<file path="config.mk">
export PLATFORM = sky130hd
export DESIGN_NAME = npu_mac_engine
export DESIGN_NICKNAME = d
export VERILOG_FILES = /design/src/rtl/npu_mac_engine.sv
export SDC_FILE = /design/constraint.sdc
export NUM_CORES = 2
export LEC_CHECK = 0
export CAP_MARGIN = 20
export CORE_MARGIN = 2
export CORE_UTILIZATION = 65
export CTS_BUF_LIST = sky130_fd_sc_hd__clkbuf_16
export CTS_CLUSTER_SIZE = 16
export DETAILED_ROUTE_END_ITERATION = 8
export PLACE_DENSITY_LB_ADDON = 0.3
export SLEW_MARGIN = 20
export SYNTH_ARGS = -nofsm -noshare
export SYNTH_HDL_FRONTEND = slang
export SYNTH_SLANG_ARGS = --single-unit
</file>
<file path="constraint.sdc">
create_clock -name clk -period 7.65 [get_ports clk]
set_input_delay 1.53 -clock clk [delete_from_list [all_inputs] [get_ports clk]]
set_output_delay 1.53 -clock clk [all_outputs]
set_load 0.005 [all_outputs]
</file>
<file path="src/rtl/npu_mac_engine.sv">
// npu_mac_engine: host-mapped K_H x K_W conv pipeline with byte packer plus NUM_PE FC MAC lanes.
// Define NPU_SATURATE_EN to saturate the requantised byte instead of truncating it.
module npu_mac_engine #(
  parameter int K_H    = 3,
  parameter int K_W    = 3,
  parameter int NUM_PE = 4,
  parameter int ACC_W  = 24,
  parameter int ADDR_W = 16
)(
  input  logic              clk,
  input  logic              rst,
  input  logic              ena,
  input  logic              wea,
  input  logic [ADDR_W-1:0] addra,
  input  logic [31:0]       dina,
  output logic [31:0]       douta,
  output logic              done_o
);
  localparam int NK = K_H * K_W;
  typedef enum logic [1:0] {IDLE, MUL, SUM, POST} state_t;
  state_t state, state_n;
  logic [7:0] img [K_H][K_W];
  logic signed [7:0] wgt [K_H][K_W];
  logic signed [16:0] prod [NK];
  logic signed [15:0] fcp [NUM_PE];
  logic signed [ACC_W-1:0] acc [NUM_PE];
  logic signed [ACC_W-1:0] sum, sum_n, raw, y, q;
  logic signed [7:0] act;
  logic [31:0] pack, pack_n, word_base, rdata;
  logic [2:0] pack_cnt, cnt_n, cnt_base, sel;
  logic [3:0] idx;
  logic [7:0] qb;
  logic [4:0] shift;
  logic relu_en, done, err, busy, wr, rd, ctl, start, acc_clr, win_clr, pack_clr;
  logic push_img, push_w, fc, collide, err_clr, post, unused_bits;
  assign sel = addra[14:12];
  assign idx = addra[3:0];
  assign wr = ena & wea;
  assign rd = ena & ~wea;
  assign ctl = wr && sel == 3'd5;
  assign start = ctl & dina[0];
  assign acc_clr = ctl & dina[1];
  assign win_clr = ctl & dina[2];
  assign pack_clr = ctl & dina[3];
  assign push_img = wr && sel == 3'd1;
  assign push_w = wr && sel == 3'd2;
  assign fc = wr && sel == 3'd3;
  assign busy = state != IDLE;
  assign post = state == POST;
  assign collide = busy && (start || push_img || push_w || win_clr);
  assign err_clr = ctl && !dina[0] && !dina[1];
  assign unused_bits = ^{addra, dina, q};
  always_comb begin
    state_n = state == IDLE ? (start ? MUL : IDLE) : state == MUL ? SUM : state == SUM ? POST : IDLE;
    sum_n = '0;
    for (int i = 0; i < NK; i++) sum_n = sum_n + ACC_W'(prod[i]);
    for (int i = 0; i < NUM_PE; i++) fcp[i] = $signed(dina[8*i +: 8]) * act;
  end
  // Requantise: optional ReLU, arithmetic shift, then reduce to one byte.
  always_comb begin
    y = (relu_en && sum[ACC_W-1]) ? '0 : sum;
    q = y >>> shift;
`ifdef NPU_SATURATE_EN
    qb = q > ACC_W'(127) ? 8'h7f : q < -ACC_W'(128) ? 8'h80 : q[7:0];
`else
    qb = q[7:0];
`endif
    cnt_base = pack_clr ? 3'd0 : pack_cnt;
    word_base = pack_clr ? 32'd0 : pack;
    pack_n = !post ? word_base : cnt_base == 3'd4 ? {24'd0, qb} : word_base | ({24'd0, qb} << {cnt_base[1:0], 3'b000});
    cnt_n = !post ? cnt_base : cnt_base == 3'd4 ? 3'd1 : cnt_base + 3'd1;
  end
  always_comb begin
    rdata = '0;
    if (sel == 3'd6) rdata = {busy, err, 26'd0, pack_cnt, done};
    else if (sel == 3'd7) begin
      if (idx == 4'd0) rdata = 32'(raw);
      else if (idx == 4'd1) rdata = pack;
      for (int i = 0; i < NUM_PE; i++) if (idx == 4'(i + 2)) rdata = 32'(acc[i]);
    end
  end
  always_ff @(posedge clk) begin
    if (rst) begin
      state <= IDLE;
      douta <= '0;
      done_o <= 1'b0;
      done <= 1'b0;
      err <= 1'b0;
      relu_en <= 1'b0;
      shift <= '0;
      act <= '0;
      sum <= '0;
      raw <= '0;
      pack <= '0;
      pack_cnt <= '0;
      for (int r = 0; r < K_H; r++)
        for (int c = 0; c < K_W; c++) begin
          img[r][c] <= '0;
          wgt[r][c] <= '0;
        end
      for (int i = 0; i < NK; i++) prod[i] <= '0;
      for (int i = 0; i < NUM_PE; i++) acc[i] <= '0;
    end else begin
      state <= state_n;
      if (rd) douta <= rdata;
      if (post) done_o <= 1'b1;
      if (post) done <= 1'b1;
      else if (rd && sel == 3'd6) done <= 1'b0;
      if (collide) err <= 1'b1;
      else if (err_clr) err <= 1'b0;
      if (ctl) begin
        relu_en <= dina[8];
        shift <= dina[20:16];
      end
      if (wr && sel == 3'd4) act <= dina[7:0];
      // Columns enter on the right and shift toward column 0.
      for (int r = 0; r < K_H; r++) begin
        if (win_clr && !busy) begin
          for (int c = 0; c < K_W; c++) begin
            img[r][c] <= '0;
            wgt[r][c] <= '0;
          end
        end
        if (push_img && !busy) begin
          for (int c = 0; c < K_W - 1; c++) img[r][c] <= img[r][c+1];
          img[r][K_W-1] <= dina[8*r +: 8];
        end
        if (push_w && !busy) begin
          for (int c = 0; c < K_W - 1; c++) wgt[r][c] <= wgt[r][c+1];
          wgt[r][K_W-1] <= dina[8*r +: 8];
        end
      end
      if (state == MUL)
        for (int r = 0; r < K_H; r++)
          for (int c = 0; c < K_W; c++)
            prod[r*K_W+c] <= $signed({9'd0, img[r][c]}) * $signed({{9{wgt[r][c][7]}}, wgt[r][c]});
      if (state == SUM) sum <= sum_n;
      if (post) raw <= sum;
      pack <= pack_n;
      pack_cnt <= cnt_n;
      for (int i = 0; i < NUM_PE; i++)
        if (fc) acc[i] <= (acc_clr ? ACC_W'(0) : acc[i]) + ACC_W'(fcp[i]);
        else if (acc_clr) acc[i] <= '0;
    end
  end
endmodule

</file>
* Word level (Yosys, flattened, before mapping)
Memories as Yosys holds them, arrays and structs flattened. Cells that the tools add are included.
Storage, ports and cells: register bits after elaboration 134, RAM bits 393, logic and storage cells 246, memories 4, input bits 52, output and inout port bits 33
Memory list:
- prod | words 9, width 17, read ports 9, clocked after memory_dff 0, wr ports 9, RTL line 24 | logic signed [16:0] prod [NK];
- acc | words 4, width 24, read ports 4, clocked after memory_dff 0, wr ports 4, RTL line 26 | logic signed [ACC_W-1:0] acc [NUM_PE];
- img | words 3, width 24, read ports 3, clocked after memory_dff 0, wr ports 3, RTL line 22 | logic [7:0] img [K_H][K_W];
- wgt | words 3, width 24, read ports 3, clocked after memory_dff 0, wr ports 3, RTL line 23 | logic signed [7:0] wgt [K_H][K_W];
Operators by class: equal/unequal tests 16, bitwise operators 61, reductions and logical operators 24, add/sub/neg operators 13, shifts and indexed selects 2, mux-type cells 101, multipliers 13
Operators with widths (count):
- two-way mux 32 bit | 11
- two-way mux 24 bit | 13
- two-way mux 8 bit | 36
- multiplier 9 x 8 -> 17 bit | 9
- two-way mux 17 bit | 9
- adder 24 x 16 -> 24 bit | 4
- multiplier 8 x 8 -> 16 bit | 4
- bitwise OR 1 bit | 53
- bitwise OR 32 bit | 1
- << shifter 8 x 5 -> 32 bit | 1
- two-way mux 1 bit | 26
- adder 23 x 17 -> 24 bit | 1
- adder 24 x 17 -> 24 bit | 1
- >>> shifter 24 x 5 -> 8 bit | 1
- adder 22 x 17 -> 23 bit | 1
- adder 21 x 17 -> 22 bit | 1
- adder 20 x 17 -> 21 bit | 1
- adder 19 x 17 -> 20 bit | 1
- adder 18 x 17 -> 19 bit | 1
- adder 17 x 17 -> 18 bit | 1
- equality test 3 bit (second input constant) | 5
- logical AND 1 bit | 13
- two-way mux 3 bit | 3
- equality test 4 x 2 -> 1 bit (second input constant) | 2
- 15 further kinds | 31

* Depth between registers and ports, before layout
word-level depth 9, depth in mapped cells 24, depth with buffers taken out 22

* Worst setup path before layout
No wires, ideal clock.
path type input to register, from input port wea, to memory acc[1][22], data pin, library setup time 0.266 ns, data required time 7.384 ns, setup slack 0.530 ns, arrival time 6.854 ns, stages 23, buffers on the path 2, cell sequence nand3_1 > nor2_1 > nand2_1 > clkbuf_1 > clkbuf_1 > nand2_1 > fa_1 > inv_1 > fa_1 > inv_1 > fa_1 > inv_1 > fa_1 > fa_1 > ha_1 > o21ai_0 > nor2_1 > o221a_2 > o21bai_1 > o41ai_1 > a31oi_1 > xor2_1 > nor2_1
RTL lines:
- start: declaration | RTL line 13 | input logic wea,
- end: declaration | RTL line 26

==> results.py <==
metrics = {
    "timing": {
        "min_period_ps": 7011,
        "fin_ws_ps": 639.0,
        "finClkSkew_ps": 18.73,
        "fin_crit_sh_pct": 91.65,
        "setup_viol": 0,
        "tns_ps": 0,
        "slew_headroom_pct": 27.63,
        "fmax_mhz": 142.6,
        "hold_violations": 0,
        "rsz0062_at_grt": "false",
        "report.final.slew_viol_count": 0,
        "tightest_slew_ps": 1077,
    },
    "placement": {
        "dp_hpwl_um": 113900,
        "dp_slack_ps": 59.86,
        "gp_congestion": 0.9357,
        "portBuffers": 75,
    },
    "logic_synthesis": {
        "synth.avg_cell_area_sq_um": 10.11,
        "ys_top_cells_by_area": "fa_1, edfxtp_1, ha_1",
        "ys_seq_area_share_pct": 23.94,
        "ys_warn_count": 0,
        "ys_seq_elements": 527,
        "netlist_area_sq_um": 60510,
        "yosysTopAreaCell": "fa_1",
        "synth_cell_types": 82,
        "syn_nets": 7538,
        "dominantRegCellSynth": "edfxtp_1",
        "synthCells": 5983,
        "synth_top_cell_area_share_pct": 28.82,
        "synth_edf_count": 393,
        "ys_async_sr_fraction_pct": 0,
    },
    "min_path": {
        "min_from": "pack[9]",
        "hold_class": "register to register",
    },
    "drt": {
        "drt_first_pass_iters": 7,
        "drc_errors": 0,
        "wl_per_cell_um": 19.88,
        "drt_iter0_markers": 3307,
        "avgViaCountPerCell": 5.830,
        "wl_um": 145600,
        "final_antenna_net_count": 0,
        "vias": 42690,
    },
    "clock_network": {
        "clock_sinks": 527,
        "clk_latency_ps": 650,
        "cts-htree-levels": 2,
        "cts_resized": 0,
        "cts-root-buf": "clkbuf_16",
        "clk_path_buf_depth": 3,
        "cts_hold_buffers": 0,
        "post_cts_buffers": 0,
        "cts_tree": "done",
        "clk_pin_slew_ps": 60,
        "cts_buffers": 61,
    },
    "outcome": {
        "status": "finished clean",
    },
    "global_routing": {
        "grt_max_degree": 71,
        "grt_pass1_vias": 45070,
        "grt_first_pass_wirelength_um": 238600,
        "grt.total_usage_pct": 32.01,
        "grt_overflow": 0,
        "antenna_found_initial": 3,
    },
    "final_layout": {
        "layout-drive-gt1-share_pct": 4.376,
        "syn2layout_area_growth_pct": 7.256,
        "nets": 7581,
    },
    "critical_path": {
        "cp-end-kind": "register",
        "crit_start": "addra[13]",
        "critPathLaunchType": "input pin",
        "cp.arrival_ps": 7390,
        "crit_required_ps": 8030,
        "r2r-start": "act[0]",
        "path_class": "input pin to register",
        "r2r_slack_ps": 1430,
        "worstPathMaxFanout": 37,
    },
    "floorplan": {
        "die_w_um": 309.1,
        "core_sq_um": 91940,
        "io_pins": 85,
        "die-area_sq_um": 95550,
        "row_count": 111,
        "initial_core_util_pct": 65.81,
        "die_h_um": 309.1,
    },
    "pwr": {
        "powerDensity_nw_per_um2": 147.0,
        "ir_drop_mv": 0.1920,
        "p_leak_uw": 0.03109,
    },
    "job": {
        "max-cap-violations": 0,
    },
}
-- kinds of logic (layout without fill, tap and decap cells) --
group,count (synthesis),in the layout,share of synthesized area [%]
other cells,0,2,0
compound gates,649,649,6.939
xor+xnor,186,186,2.692
flops,527,527,23.94
simple gates,1910,1910,15.80
buf+inv,1124,1219,7.127
mux,84,84,1.623
fa+ha+maj,1503,1503,41.88
-- layer usage --
metal  track usage, %  share of wire (%)  vias up
li1                 -                  -    19360
met1            41.10                 38    21340
met2            52.83                 48     1569
met3            4.460                7.0      423
met4            17.48                6.5        2
met5                0             0.0096        -
-- Yosys cell counts, types with 4 or more instances --
library cell  count
a211oi_1         23
a21boi_0         10
a21o_1           57
a21oi_1         187
a21oi_2           4
a221oi_1          6
a22oi_1          99
a31oi_1          42
a41oi_1          10
and2_1          656
and3_1           20
buf_1             9
buf_2            16
clkbuf_1        162
dfxtp_1         134
edfxtp_1        393
fa_1            871
ha_1            632
inv_1           925
mux2_2            5
mux2i_1          67
mux4_2           10
nand2_1         497
nand2b_1         81
nand3_1          41
nor2_1          426
nor2b_1          27
nor3_1           84
nor3b_1           8
nor4_1            5
o2111ai_1         4
o211ai_1         17
o21a_1           19
o21ai_0          97
o21bai_1         24
o311ai_0          4
o31ai_1          15
o41ai_1           6
or2_2            15
or3_1            23
or4_1             5
xnor2_1         110
xor2_1           76
-- sequential cells by signal, summed over array words and instances, names as in the netlist --
signal    flops
shift         5
done_o        1
acc          96
wgt          72
err           1
douta        32
state         2
img          72
relu_en       1
pack         32
sum          24
act           8
raw          24
prod        153
done          1
pack_cnt      3
-- layout make-up --
| class | count | area [sq um] |
|---|---|---|
| Antenna cell | 2 | 5.005 |
| Clock buffer | 64 | 1602 |
| Clock inverter | 51 | 415.4 |
| Fill cell | 6673 | 27040 |
| Inverter | 927 | 3480 |
| Multi-Input combinational cell | 4332 | 41820 |
| Sequential cell | 527 | 14490 |
| Tap cell | 1243 | 1555 |
| Timing Repair Buffer | 177 | 1539 |
-- cells in the final DEF (no fill, tap or decap), types with 20 or more instances in the layout --
master             n
a31oi_1           42
clkbuf_16         64
buf_4            101
nand3_1           41
o21bai_1          24
and3_1            20
mux2i_1           67
xor2_1            76
ha_1             631
dfxtp_1          133
or3_1             22
a22oi_1           99
xnor2_1          110
o21ai_0           97
nand2_1          496
fa_1             871
nor3_1            83
and2_1           656
a21oi_1          187
a211oi_1          23
edfxtp_1         393
clkdlybuf4s50_1   74
nand2b_1          80
nor2_1           424
a21o_1            55
inv_1            935
nor2b_1           26
-- final timing paths --
kind                              endpoint  cells past startpoint
worst max register to register  acc[3][23]                     18
worst min-delay path               pack[9]                      2
worst min register to register     pack[9]                      2
worst max-delay path            acc[1][23]                     23
-- through the flow --
stage | area (sq um) | power (uW) | utilization [%] | hold slack, ps | std cells
3_5_place_dp | 62880 | 6544 | 68.39 | 447.0 | 7206
4_1_cts | 64890 | 9549 | 70.58 | 455.6 | 7321
3_3_place_gp | 62880 | 6436 | 68.39 | 441.7 | 7206
6_report | 64900 | 9542 | 70.59 | 458.8 | 7323
5_1_grt | 64900 | 10110 | 70.59 | 470.7 | 7323
2_1_floorplan | 60510 | 5689 | - | 436.0 | 5983
-- critical path, cell delays in order --
cell and delay, ps:
clkdlybuf4s50_1 530, nand2b_1 150, nor2_1 70, nand2_2 140, buf_12 240, nand2_1 110, fa_1 530, inv_1 50
fa_1 500, inv_1 60, fa_1 540, inv_1 50, fa_1 440, ha_1 290, ha_1 350, o21ai_0 320
nor3_1 90, nor2_1 280, a211oi_1 180, o41ai_1 470, o21ai_0 220, xnor2_1 190, nor2_1 60
-- power breakdown --
group,switching (uW),internal [uW],total [uW]
logic,1900,1350,3250
registers,149,3160,3310
clock network,1270,1710,2980
total,3320,6230,9540
Note: power is estimated with default switching activity, not from simulation.
